### src/rtl/bus_req_arbiter.sv
// bus_req_arbiter: round-robin merge of NUM_MASTERS buffered bus channels onto one CSR port with response timeout
module bus_req_arbiter #(
  parameter int NUM_MASTERS    = 2,
  parameter int DATA_WIDTH     = 32,
  parameter int ADDR_WIDTH     = 11,
  parameter int TIMEOUT_CYCLES = 255
) (
  input  logic                              clk,
  input  logic                              rst,
  input  logic [NUM_MASTERS-1:0]            m_req,
  input  logic [NUM_MASTERS-1:0]            m_req_is_wr,
  input  logic [NUM_MASTERS*ADDR_WIDTH-1:0] m_addr,
  input  logic [NUM_MASTERS*DATA_WIDTH-1:0] m_wr_data,
  input  logic [NUM_MASTERS*DATA_WIDTH-1:0] m_wr_biten,
  output logic [NUM_MASTERS-1:0]            m_pending,
  output logic [NUM_MASTERS-1:0]            m_ready,
  output logic [NUM_MASTERS-1:0]            m_err,
  output logic [NUM_MASTERS*DATA_WIDTH-1:0] m_rd_data,
  output logic                              s_bus_req,
  output logic                              s_bus_req_is_wr,
  output logic [ADDR_WIDTH-1:0]             s_bus_addr,
  output logic [DATA_WIDTH-1:0]             s_bus_wr_data,
  output logic [DATA_WIDTH-1:0]             s_bus_wr_biten,
  input  logic                              s_bus_ready,
  input  logic                              s_bus_err,
  input  logic [DATA_WIDTH-1:0]             s_bus_rd_data
);
  localparam int N  = NUM_MASTERS;
  localparam int DW = DATA_WIDTH;
  localparam int AW = ADDR_WIDTH;
  localparam int PW = $clog2(N);
  localparam int CW = TIMEOUT_CYCLES > 0 ? $clog2(TIMEOUT_CYCLES + 1) : 1;
  localparam logic [1:0] IDLE  = 2'd0;
  localparam logic [1:0] ISSUE = 2'd1;
  localparam logic [1:0] WAIT  = 2'd2;
  localparam logic [1:0] RESP  = 2'd3;
  logic [1:0]    state;
  logic [N-1:0]  pending, buf_wr, clr, acc;
  logic [AW-1:0] buf_addr [N];
  logic [DW-1:0] buf_wd [N];
  logic [DW-1:0] buf_be [N];
  logic [PW-1:0] rr_ptr, grant, nxt;
  logic          found, done, timed_out, resp_err;
  logic [CW-1:0] cnt;
  logic [DW-1:0] resp_data;
  int            j;
  assign timed_out = (TIMEOUT_CYCLES != 0) && state == WAIT && cnt == CW'(TIMEOUT_CYCLES - 1);
  assign done      = (state == ISSUE || state == WAIT) && (s_bus_ready || timed_out);
  assign clr       = done ? N'(1) << grant : '0;
  // a strobe landing on the completing edge refills the slot (set wins over clear)
  assign acc       = m_req & (~pending | clr);
  assign m_pending = pending;
  assign s_bus_req = state == ISSUE;
  assign m_ready   = state == RESP ? N'(1) << grant : '0;
  assign m_err     = resp_err ? m_ready : '0;
  always_comb begin
    m_rd_data = '0;
    if (state == RESP) m_rd_data[int'(grant)*DW +: DW] = resp_data;
  end
  always_comb begin
    found = 1'b0;
    nxt   = rr_ptr;
    j     = 0;
    for (int k = 1; k <= N; k++) begin
      j = (int'(rr_ptr) + k) % N;
      if (!found && pending[j[PW-1:0]]) begin
        found = 1'b1;
        nxt   = j[PW-1:0];
      end
    end
  end
  always_ff @(posedge clk)
    for (int i = 0; i < N; i++)
      if (acc[i]) begin
        buf_wr[i]   <= m_req_is_wr[i];
        buf_addr[i] <= m_addr[i*AW +: AW];
        buf_wd[i]   <= m_wr_data[i*DW +: DW];
        buf_be[i]   <= m_wr_biten[i*DW +: DW];
      end
  always_ff @(posedge clk) begin
    if (!rst) begin
      state           <= IDLE;
      pending         <= '0;
      rr_ptr          <= PW'(N - 1);
      grant           <= '0;
      cnt             <= '0;
      resp_err        <= 1'b0;
      resp_data       <= '0;
      s_bus_req_is_wr <= 1'b0;
      s_bus_addr      <= '0;
      s_bus_wr_data   <= '0;
      s_bus_wr_biten  <= '0;
    end else begin
      pending <= (pending & ~clr) | acc;
      if (done) begin
        resp_err  <= s_bus_ready ? s_bus_err : 1'b1;
        resp_data <= (s_bus_ready && !s_bus_err && !s_bus_req_is_wr) ? s_bus_rd_data : '0;
      end
      case (state)
        IDLE: if (found) begin
          state           <= ISSUE;
          grant           <= nxt;
          rr_ptr          <= nxt;
          cnt             <= '0;
          s_bus_req_is_wr <= buf_wr[nxt];
          s_bus_addr      <= buf_addr[nxt];
          s_bus_wr_data   <= buf_wd[nxt];
          s_bus_wr_biten  <= buf_be[nxt];
        end
        ISSUE: state <= s_bus_ready ? RESP : WAIT;
        WAIT: begin
          cnt <= cnt + 1'b1;
          if (done) state <= RESP;
        end
        default: state <= IDLE;
      endcase
    end
  end
endmodule
### config.mk
export PLATFORM = sky130hd
export DESIGN_NAME = bus_req_arbiter
export DESIGN_NICKNAME = d
export VERILOG_FILES = /design/src/rtl/bus_req_arbiter.sv
export SDC_FILE = /design/constraint.sdc
export NUM_CORES = 1
export LEC_CHECK = 0
export ABC_AREA = 1
export BUFFER_PORTS_ARGS = -buffer_cell sky130_fd_sc_hd__buf_2
export CORE_MARGIN = 2
export CORE_UTILIZATION = 51
export CTS_CLUSTER_DIAMETER = 40
export DETAILED_ROUTE_END_ITERATION = 12
export PLACE_DENSITY = 0.9
export SKIP_CTS_REPAIR_TIMING = 1
export SLEW_MARGIN = 25
export SYNTH_ARGS = -nofsm -noshare
export SYNTH_HDL_FRONTEND = slang
export SYNTH_SLANG_ARGS = --single-unit
### constraint.sdc
create_clock -name clk -period 7.4 [get_ports clk]
set_clock_uncertainty 0.15 [all_clocks]
set_input_delay 1.48 -clock clk [delete_from_list [all_inputs] [get_ports clk]]
set_output_delay 1.48 -clock clk [all_outputs]
set_load 0.02 [all_outputs]
# Word level (Yosys, flattened, before mapping)
# Memories as Yosys holds them, arrays and structs flattened. A register that Yosys moved wholly into a read port is not among the register bits.
# Cells that the tools add are included.
[op_classes] n_addsub=4 mux=26 n_eq_ne=6 shifts=3 magnitude_cmp=3 bitwise=7 reduce_logical=18
[ops] cell="$and A64 B64 Y64" n=1
[ops] cell="$mux W64" n=1
[ops] cell="$shift A32 B33 Y64 const A" n=1
[ops] cell="$shiftx A32 B33 Y64" n=1
[ops] cell="$neg A6 Y33" n=1
[ops] cell="$mux W32" n=1
[ops] cell="$mux W1" n=16
[ops] cell="$pmux W8 S2" n=1
[ops] cell="$mux W2" n=5
[ops] cell="$add A8 B1 Y8 const B" n=1
[ops] cell="$eq A8 B8 Y1 const B" n=1
[ops] cell="$mux W8" n=1
[ops] cell="$logic_not A1 Y1" n=6
[ops] cell="$lt A1 B2 Y1 const B" n=3
[ops] cell="$pmux W2 S3" n=1
[ops] cell="$reduce_and A2 Y1" n=3
[ops] cell="$logic_and A1 B1 Y1" n=5
[ops] cell="$and A2 B2 Y2" n=2
[ops] cell="$eq A2 B2 Y1 const B" n=2
[ops] cell="$ne A2 B2 Y1 const B" n=2
[ops] cell="$not A2 Y2" n=2
[ops] cell="$or A2 B2 Y2" n=2
[ops] cell="$add A1 B1 Y1 const B" n=2
[ops] cell="$eq A2 B1 Y1 const B" n=1
[ops] cell="4 further kinds" n=5
[word_totals] out_inout_bits=147 memories=3 ramBits=150 in_bits=190 ff_bits=50
[memory_table] memory="buf_be" depth=2 width=32 rd=1 rd_ports_with_merged_regs=1 write_ports=2 line_no="41" text="logic [DW-1:0] buf_be [N];"
[memory_table] memory="buf_wd" depth=2 width=32 rd=1 rd_ports_with_merged_regs=1 write_ports=2 line_no="40" text="logic [DW-1:0] buf_wd [N];"
[memory_table] memory="buf_addr" depth=2 width=11 rd=1 rd_ports_with_merged_regs=1 write_ports=2 line_no="39" text="logic [AW-1:0] buf_addr [N];"

# Longest topological paths before layout
# Gate-level depths: netlist of run 1.
[logic_depth] depth_word=9 depth_mapped=12

# Worst setup path before layout of run 1
# No wires, ideal clock.
[synth_path] kind="input port to flip-flop" from="input port s_bus_ready" to="memory buf_addr[1][0] (netlist bit), enable pin" setup_slack_ns=1.634 path_buffers=0 required_time_ns=6.739 arrival_ns=5.105 cell_stages=6 cell_sequence="inv_1 nand2_2 nand2_4 o21ai_0 inv_1 nor2_1"
[synth_rtl] item="start: declaration" line_no="24" text="input logic s_bus_ready,"
[synth_rtl] item="end: declaration" line_no="39"

==> results of run 1 <==
per-layer routing:
metal | vias up | global-route usage (%)
met3 | 91 | 6.280
li1 | 4035 | -
met1 | 3988 | 28.69
met2 | 467 | 43.44
met5 | - | 0
met4 | 2 | 11.04
metrics by stage:
step	cells	instance area (um2)
2_1_floorplan	1016	10820
5_1_grt	1638	13750
3_5_place_dp	1576	12600
6_report	1638	13750
4_1_cts	1638	13740
3_3_place_gp	1574	12540
sequential cells by signal (all words and copies together) (netlist names):
| register | cells |
|---|---|
| buf_be | 64 |
| rr_ptr | 1 |
| buf_addr | 22 |
| s_bus_wr_biten | 32 |
| s_bus_addr | 11 |
| resp_data | 32 |
| cnt | 8 |
| grant | 1 |
| buf_wd | 64 |
| m_pending | 2 |
| s_bus_wr_data | 32 |
| state | 2 |
| resp_err | 1 |
| s_bus_req_is_wr | 1 |
| buf_wr | 2 |
power groups by stage:
stage,Clock (W),Sequential (W),Combinational (W)
after floorplan,0,0.00220,0.000699
after global placement,0,0.00203,0.00117
after global routing,0.00172,0.00204,0.00135
final,0.00164,0.00202,0.00124
after CTS,0.00166,0.00202,0.00124
after detailed placement,0,0.00204,0.00123
worst min-delay path: stages (launching register included):
cell and delay [ps]:
sky130_fd_sc_hd__dfxtp_1 310, sky130_fd_sc_hd__nand2_1 60, sky130_fd_sc_hd__a21oi_1 50
worst paths after layout:
check	startpoint	slack, ps	to	cells after the start
worst min register to register	resp_data[31]$_SDFFE_PN0N_	320	resp_data[31]$_SDFFE_PN0N_	2
worst max register to register	state[0]$_SDFFE_PN0P_	3890	buf_wd[0][2]$_DFFE_PP_	12
worst min-delay path	resp_data[31]$_SDFFE_PN0N_	320	resp_data[31]$_SDFFE_PN0N_	2
worst max-delay path	s_bus_ready	3790	buf_wd[0][2]$_DFFE_PP_	9
cell type report:
cell class,count,area (um2)
flip-flops and latches,275,7027
inverters,132,503.0
clock inverters,20,191.4
repair buffers,344,1785
clock buffers,42,953.4
multi-input cells,550,2948
fillers,1489,7203
well taps,275,344.1
cells in the final DEF, fill, tap and decap left out, types with 5 or more instances in the layout:
master and count:
sky130_fd_sc_hd__a21oi_2 30, sky130_fd_sc_hd__dfxtp_1 123, sky130_fd_sc_hd__a21oi_1 13, sky130_fd_sc_hd__o21ai_0 7, sky130_fd_sc_hd__nand3_2 30, sky130_fd_sc_hd__ha_1 6
sky130_fd_sc_hd__nor2_1 80, sky130_fd_sc_hd__nand2_1 208, sky130_fd_sc_hd__buf_4 5, sky130_fd_sc_hd__inv_2 12, sky130_fd_sc_hd__inv_1 118, sky130_fd_sc_hd__clkbuf_16 36
sky130_fd_sc_hd__nand2_2 5, sky130_fd_sc_hd__buf_2 336, sky130_fd_sc_hd__nand3_1 81, sky130_fd_sc_hd__edfxtp_1 152, sky130_fd_sc_hd__o211ai_1 77
logic make-up after synthesis:
logic type | Yosys count
compound gates | 131
xor+xnor | 1
fa+ha+maj | 6
buf+inv | 191
flops | 275
simple gates | 412
==> summary.txt, run 1 <==
Setup path
  • Slowest cell on the critical path: sky130_fd_sc_hd__buf_4
  • Required time reported for the critical path endpoint: 7390 ps
  • Crit. End Element: flop
  • Crit path buf inv count: 5
  • Kind of start point of the critical path: primary input
  • Arrival time at the worst endpoint: 3600 ps
  • Worst path max stage delay: 500 ps
  • Critical path class: primary input to flop
  • Maximum net fanout on the critical path: 41
  • Dominant delay contributor by cell family on the critical path: buffers and inverters
  • Most common cell on crit path: sky130_fd_sc_hd__inv_1
  • Worst-path cell chain: buf_2 -> inv_1 -> nand2_2 -> nand2_4 -> o21ai_0 -> inv_1 -> nor2_4 -> buf_16 -> buf_4

Global route
  • Global-route wire length before repair: around 43000 um
  • Global router's overall resource usage: 24.78%
  • Largest net degree at the start of global routing: 93
  • Vias in the first global route: 8528
  • Leftover overflow at the end of global routing: 0
  • Number of antenna violations at the first check in global routing: 1

Synthesis
  • Main combinational cell family by area after synthesis: simple AND/OR/NAND/NOR gates
  • Most frequently used flop master after synthesis: sky130_fd_sc_hd__edfxtp_1
  • Synth Net Count: 1212
  • Number of storage elements in the synthesis netlist: 275
  • Average instance area after synthesis: approximately 11 um2
  • Post-synth top area cell: sky130_fd_sc_hd__edfxtp_1
  • Share of Yosys cell area claimed by the top area cell type: a little over two fifths
  • Leading cell types by count after synthesis: sky130_fd_sc_hd__nand2_1 (211), sky130_fd_sc_hd__edfxtp_1 (152), sky130_fd_sc_hd__dfxtp_1 (123)
  • Leading cell type by number of instances after synthesis: sky130_fd_sc_hd__nand2_1
  • Post-Synth XOR/XNOR Area: 0.08092%
  • Top post-synthesis cells by area: sky130_fd_sc_hd__edfxtp_1 (42%), sky130_fd_sc_hd__dfxtp_1 (23%), sky130_fd_sc_hd__nand2_1 (7.3%)
  • Number of distinct library cells after synthesis: 30
  • Synth Area in Compound Gates: 9.006%
  • Arithmetic-cell share of the synthesized area counting full adders, half adders and majority gates: less than 1%
  • Multiplexer share of the synthesized area: 0%
  • Sequential area share after synthesis: 64.92%
  • Total standard cell area after synthesis: 0.01082 mm2
  • Simple-gate portion of the synthesized area: around 17%
  • Count of mapped cells out of synthesis: around 1.0k
  • Share of synthesized registers carrying an async set or reset: 0%
  • Total of warnings raised by yosys: 0
  • Number of synthesized flops with an enable pin: 152

STA
  • Setup violations, final: 0
  • Tightest hold margin: 318.9 ps
  • Least setup slack across all paths after layout: 3786 ps
  • Final Cycle Share: about 50%
  • Pins over their slew limit: 0
  • Total negative slack for setup checks: 0 ps
  • Relative slew slack: 34.16%
  • Final hold violation count: 0
  • Transition time at the pin with the least slew margin: 987.7 ps
  • RSZ-0062 raised after global routing: no
  • Min Tclk post-route: ~3600 ps
  • F_max: 0.2767 GHz

CTS
  • CTS tree: done
  • Maximum buffer depth of the clock tree: 3
  • Number of sinks on the clock net: 275
  • Clk_lat worst skew: 500 ps
  • Number of clock buffers inserted by TritonCTS: 34
  • H-tree depth reported by CTS: 2
  • Clock-pin transition on the worst setup and hold timing paths: approximately 60 ps
  • Cell chosen for the clock root: sky130_fd_sc_hd__clkbuf_16

Power and ir drop
  • Sequential cell fraction of total power: 41.2%
  • Switching power as a share of total power: between 30% and 40%
  • Overall power after layout: 0.004898 W
  • Maximum ir drop on the vdd rail: 360.8 uV
  • Clock power share: 33.4%
  • Total power divided by cell area: 356.2 mW/mm2
  • Static Leakage: 6.089 nW
  • Combinational share of power: 25.4%
  • Internal Pwr Total: 0.003222 W
  • Power spent charging and discharging nets: 0.001676 W

Job
  • Number of maximum-capacitance constraint violations: 0

Die
  • Area of the die: 0.02240 mm2
  • Width of the die: 149.7 um
  • Site Rows: 53
  • Core region area: 0.02096 mm2
  • Vert. Die Dim: 149.7 um
  • Number of primary I/O pins: 337
  • Effective utilization at floorplan: 51.65%

Drt
  • Drt pass-1 iters: 4
  • Wire length on met3: 2624 um
  • First-iteration detailed-routing DRC count: 470
  • Routed length on met1: ~10000 um
  • Total wire length after detailed routing: 28470 um
  • Total DRC errors in the routed layout: 0
  • Detail-routed net length per standard cell: 17.38 um
  • Via density: 5.240
  • Routed via count: 8583
  • DR WL met2: 14290 um
  • Top Layer Used: met5
  • Detail Route Antenna Nets: 0

Placed design
  • Final weighted congestion of routability-driven global placement: 0.7863
  • Worst setup slack after placement: ~3300 ps
  • HPWL reported at the end of detailed placement: 18090 um
  • # port buffers: 336

Run status
  • Status: finished, final reports clean

Finish
  • Number of nets in the final layout: 1533
  • P&R area growth vs syn: 27.06%
  • Share of post-route cells with drive strength above 1: 35.58%
  • Finished Core Util: 65.63%
  • Number of diodes: 0

Worst hold path
  • Worst min-delay path class: flop to flop
Note: power is estimated with default switching activity, not from simulation.
==> run 2, diff against run 1 <==
--- a/config.mk
+++ b/config.mk
@@ -8,10 +8,10 @@
 export ABC_AREA = 1
 export BUFFER_PORTS_ARGS = -buffer_cell sky130_fd_sc_hd__buf_2
 export CORE_MARGIN = 2
-export CORE_UTILIZATION = 51
+export CORE_UTILIZATION = 46
 export CTS_CLUSTER_DIAMETER = 40
 export DETAILED_ROUTE_END_ITERATION = 12
-export PLACE_DENSITY = 0.9
+export PLACE_DENSITY = 0.86
 export SKIP_CTS_REPAIR_TIMING = 1
 export SLEW_MARGIN = 25
 export SYNTH_ARGS = -nofsm -noshare
==> constraint.sdc (replaced) <==
create_clock -name clk -period 3 [get_ports clk]
set_clock_uncertainty 0.15 [all_clocks]
set_input_delay 0.6 -clock clk [delete_from_list [all_inputs] [get_ports clk]]
set_output_delay 0.6 -clock clk [all_outputs]
set_load 0.02 [all_outputs]
==> run 2 against run 1 <==
Effect of this change: global-route usage is 3.6 points lower; non-clock buffer count grew 7; highest routed layer unchanged; routed wire length decreased by 4.2%; first-iteration DRC count down 1.9%; critical path depth is 4 lower; clock power increased to 2.5 times the previous value; utilization shrank 5.8 points; sequential power is 150% higher; via count fell by 1.8%; final cell count grew 3.5%; critical path type is now flop to output port; sequential share of layout area shrank 0.60 points.
==> summary.txt, run 2 (synthesis results as in run 1) <==
Run status
  • Status: finished, final reports clean

STA
  • Min Tclk post-route: 2566 ps
  • Least setup slack across all paths after layout: 433.6 ps (-3353 ps)
  • Final Cycle Share: 85.55%
  • Transition time at the pin with the least slew margin: 609.6 ps (-378.1 ps)
  • Relative slew slack: 59.30% (+25 points)
  • Final hold violation count: 0 (unchanged)
  • Total negative slack for setup checks: 0 ps (unchanged)
  • RSZ-0062 raised after global routing: no
  • F_max: 0.3896 GHz
  • Setup violations, final: 0 (unchanged)
  • Pins over their slew limit: 0 (unchanged)

Finish
  • Number of fill cells in the layout: 1839 (+24%)
  • Most frequent standard cell in the layout excluding fill and tap cells: sky130_fd_sc_hd__buf_2
  • Post-route cell area: 0.01392 mm2 (+1.2%)
  • Commonest cells after routing, fill and taps aside: sky130_fd_sc_hd__buf_2 (335), sky130_fd_sc_hd__nand2_1 (210), sky130_fd_sc_hd__edfxtp_1 (152)
  • Share of post-route cells with drive strength above 1: 35.74% (+0.15 points)
  • Number of nets in the final layout: 1542 (+0.59%)
  • P&R area growth vs syn: 28.58%
  • Post-layout instance count excluding filler cells: 1695 (+3.5%)
  • Registers with the most flip-flops: buf_be x64, buf_wd x64

Setup path
  • End of the worst register-to-register path: buf_wd[1][15]$_DFFE_PP_
  • Crit path buf inv count: 2 (-3)
  • Worst Reg-to-Reg Cells: 11 (-1)
  • Path length in cells of the critical path: 5 (-4)
  • Arrival time at the worst endpoint: 1820 ps (-1780 ps)
  • Worst-path cell chain: ha_1 -> nand2_1 -> buf_4 -> nor2_1 -> buf_2
  • Maximum net fanout on the critical path: 34 (-17%)
  • Slowest cell on the critical path: sky130_fd_sc_hd__dfxtp_1
  • Kind of start point of the critical path: flop
  • Required time reported for the critical path endpoint: 2250 ps (-5140 ps)
  • Register-to-register setup slack: 470 ps (-3420 ps)
  • Worst r2r src: state[0]$_SDFFE_PN0P_
  • Worst path max stage delay: 370 ps (-130 ps)
  • Crit. End Element: output port
  • Dominant delay contributor by cell family on the critical path: buffers and inverters
  • Critical path class: flop to output port

Die
  • Width of the die: 157.4 um (+5.2%)
  • Site Rows: 56 (+5.7%)
  • Number of primary I/O pins: 337 (unchanged)
  • Effective utilization at floorplan: 46.53% (-5.1 points)
  • Vert. Die Dim: 157.4 um (+5.2%)
  • Area of the die: 0.02477 mm2 (+11%)
  • Core region area: 0.02326 mm2 (+11%)

Global route
  • Global router's overall resource usage: 21.20% (-3.6 points)
  • Number of antenna violations at the first check in global routing: 4 (+3)
  • Largest net degree at the start of global routing: 77 (-17%)
  • Leftover overflow at the end of global routing: 0 (unchanged)
  • Vias in the first global route: 7982 (-6.4%)
  • Global-route wire length before repair: 40740 um (-6.0%)

Drt
  • Detail-routed net length per standard cell: 16.08 um (-7.5%)
  • Detail Route Antenna Nets: 0 (unchanged)
  • Total wire length after detailed routing: 27260 um (-4.2%)
  • Via density: 4.973 (-5.1%)
  • Drt pass-1 iters: 5 (+1)
  • Routed via count: 8430 (-1.8%)
  • First-iteration detailed-routing DRC count: 461 (-1.9%)
  • Total DRC errors in the routed layout: 0 (unchanged)

CTS
  • Number of clock buffers inserted by TritonCTS: 36 (+5.9%)
  • H-tree depth reported by CTS: 2 (unchanged)
  • Cell chosen for the clock root: sky130_fd_sc_hd__clkbuf_16
  • Number of sinks on the clock net: 275 (unchanged)
  • CTS tree: done
  • Clock-pin transition on the worst setup and hold timing paths: 60 ps (about the same)
  • Clk_lat worst skew: 500 ps (about the same)
  • Maximum buffer depth of the clock tree: 3 (unchanged)

Worst hold path
  • HP Start: m_wr_data[21]
  • Depth of the worst hold-timing path: 1 (-1)
  • Worst hold path endpoint: buf_wd[0][21]$_DFFE_PP_
  • Worst min-delay path class: primary input to flop

Power and ir drop
  • Overall power after layout: 0.01221 W (+150%)
  • Static Leakage: 6.134 nW (+0.75%)
  • Total power divided by cell area: 877.5 mW/mm2 (+150%)
  • Maximum ir drop on the vdd rail: 822.9 uV (+130%)

Placed design
  • HPWL reported at the end of detailed placement: 18050 um (-0.24%)
  • Total cell area at the placement stage: 0.01271 mm2 (+0.89%)
  • # port buffers: 336 (unchanged)
  • Post-placement cell count: 1627 (+3.2%)
  • Worst setup slack after placement: 544.8 ps (-2726 ps)
  • Final weighted congestion of routability-driven global placement: 0.8079 (+2.7%)

Job
  • Number of maximum-capacitance constraint violations: 0 (unchanged)
==> run 2: how the worst max path moves through the flow <==
stage / end / slack (ps) / startpoint
floorplan: buf_addr[0][0]$_DFFE_PP_ / 20 / state[0]$_SDFFE_PN0P_
global placement: buf_be[0][4]$_DFFE_PP_ / 600 / state[0]$_SDFFE_PN0P_
detailed placement: buf_wd[1][1]$_DFFE_PP_ / 540 / state[0]$_SDFFE_PN0P_
CTS: m_rd_data[44] / 420 / state[1]$_SDFFE_PN0P_
global route: buf_wd[1][15]$_DFFE_PP_ / 250 / state[0]$_SDFFE_PN0P_
finish: m_rd_data[44] / 430 / state[1]$_SDFFE_PN0P_
==> run 2: area by class of cell <==
class	instances	area [um2]	share of cell area, %
repair buffers	351	1834	13.18
well taps	319	399.1	2.868
clock inverters	21	202.7	1.457
diodes	2	5.005	0.03596
clock buffers	45	997.2	7.166
multi-input cells	550	2948	21.18
flip-flops and latches	275	7027	50.49
inverters	132	503.0	3.614
==> run 2: power breakdown <==
part           leakage, nW  switching [W]  internal (W)  total [W]
Clock                0.570        0.00161       0.00256    0.00417
Sequential            2.46       0.000334       0.00464    0.00498
Combinational         3.10        0.00213      0.000935    0.00306
==> run 2: per-stage QoR <==
| step | util, % | hold WS (ps) |
|---|---|---|
| floorplan | - | 290.6 |
| global placement | 54.64 | 305.0 |
| detailed placement | 54.64 | 313.9 |
| CTS | 59.80 | 100.6 |
| global route | 59.81 | 97.08 |
| finish | 59.82 | 118.7 |
==> run 2: routing by layer <==
metal	vias up	part of all wire [%]	global-route usage [%]	routed length (um)
met5	-	0.048	0	13
met4	2	3.3	8.918	899
met3	69	9.9	6.993	2694
met2	413	50	37.49	13560
met1	3891	37	23.34	10090
li1	4055	-	-	-
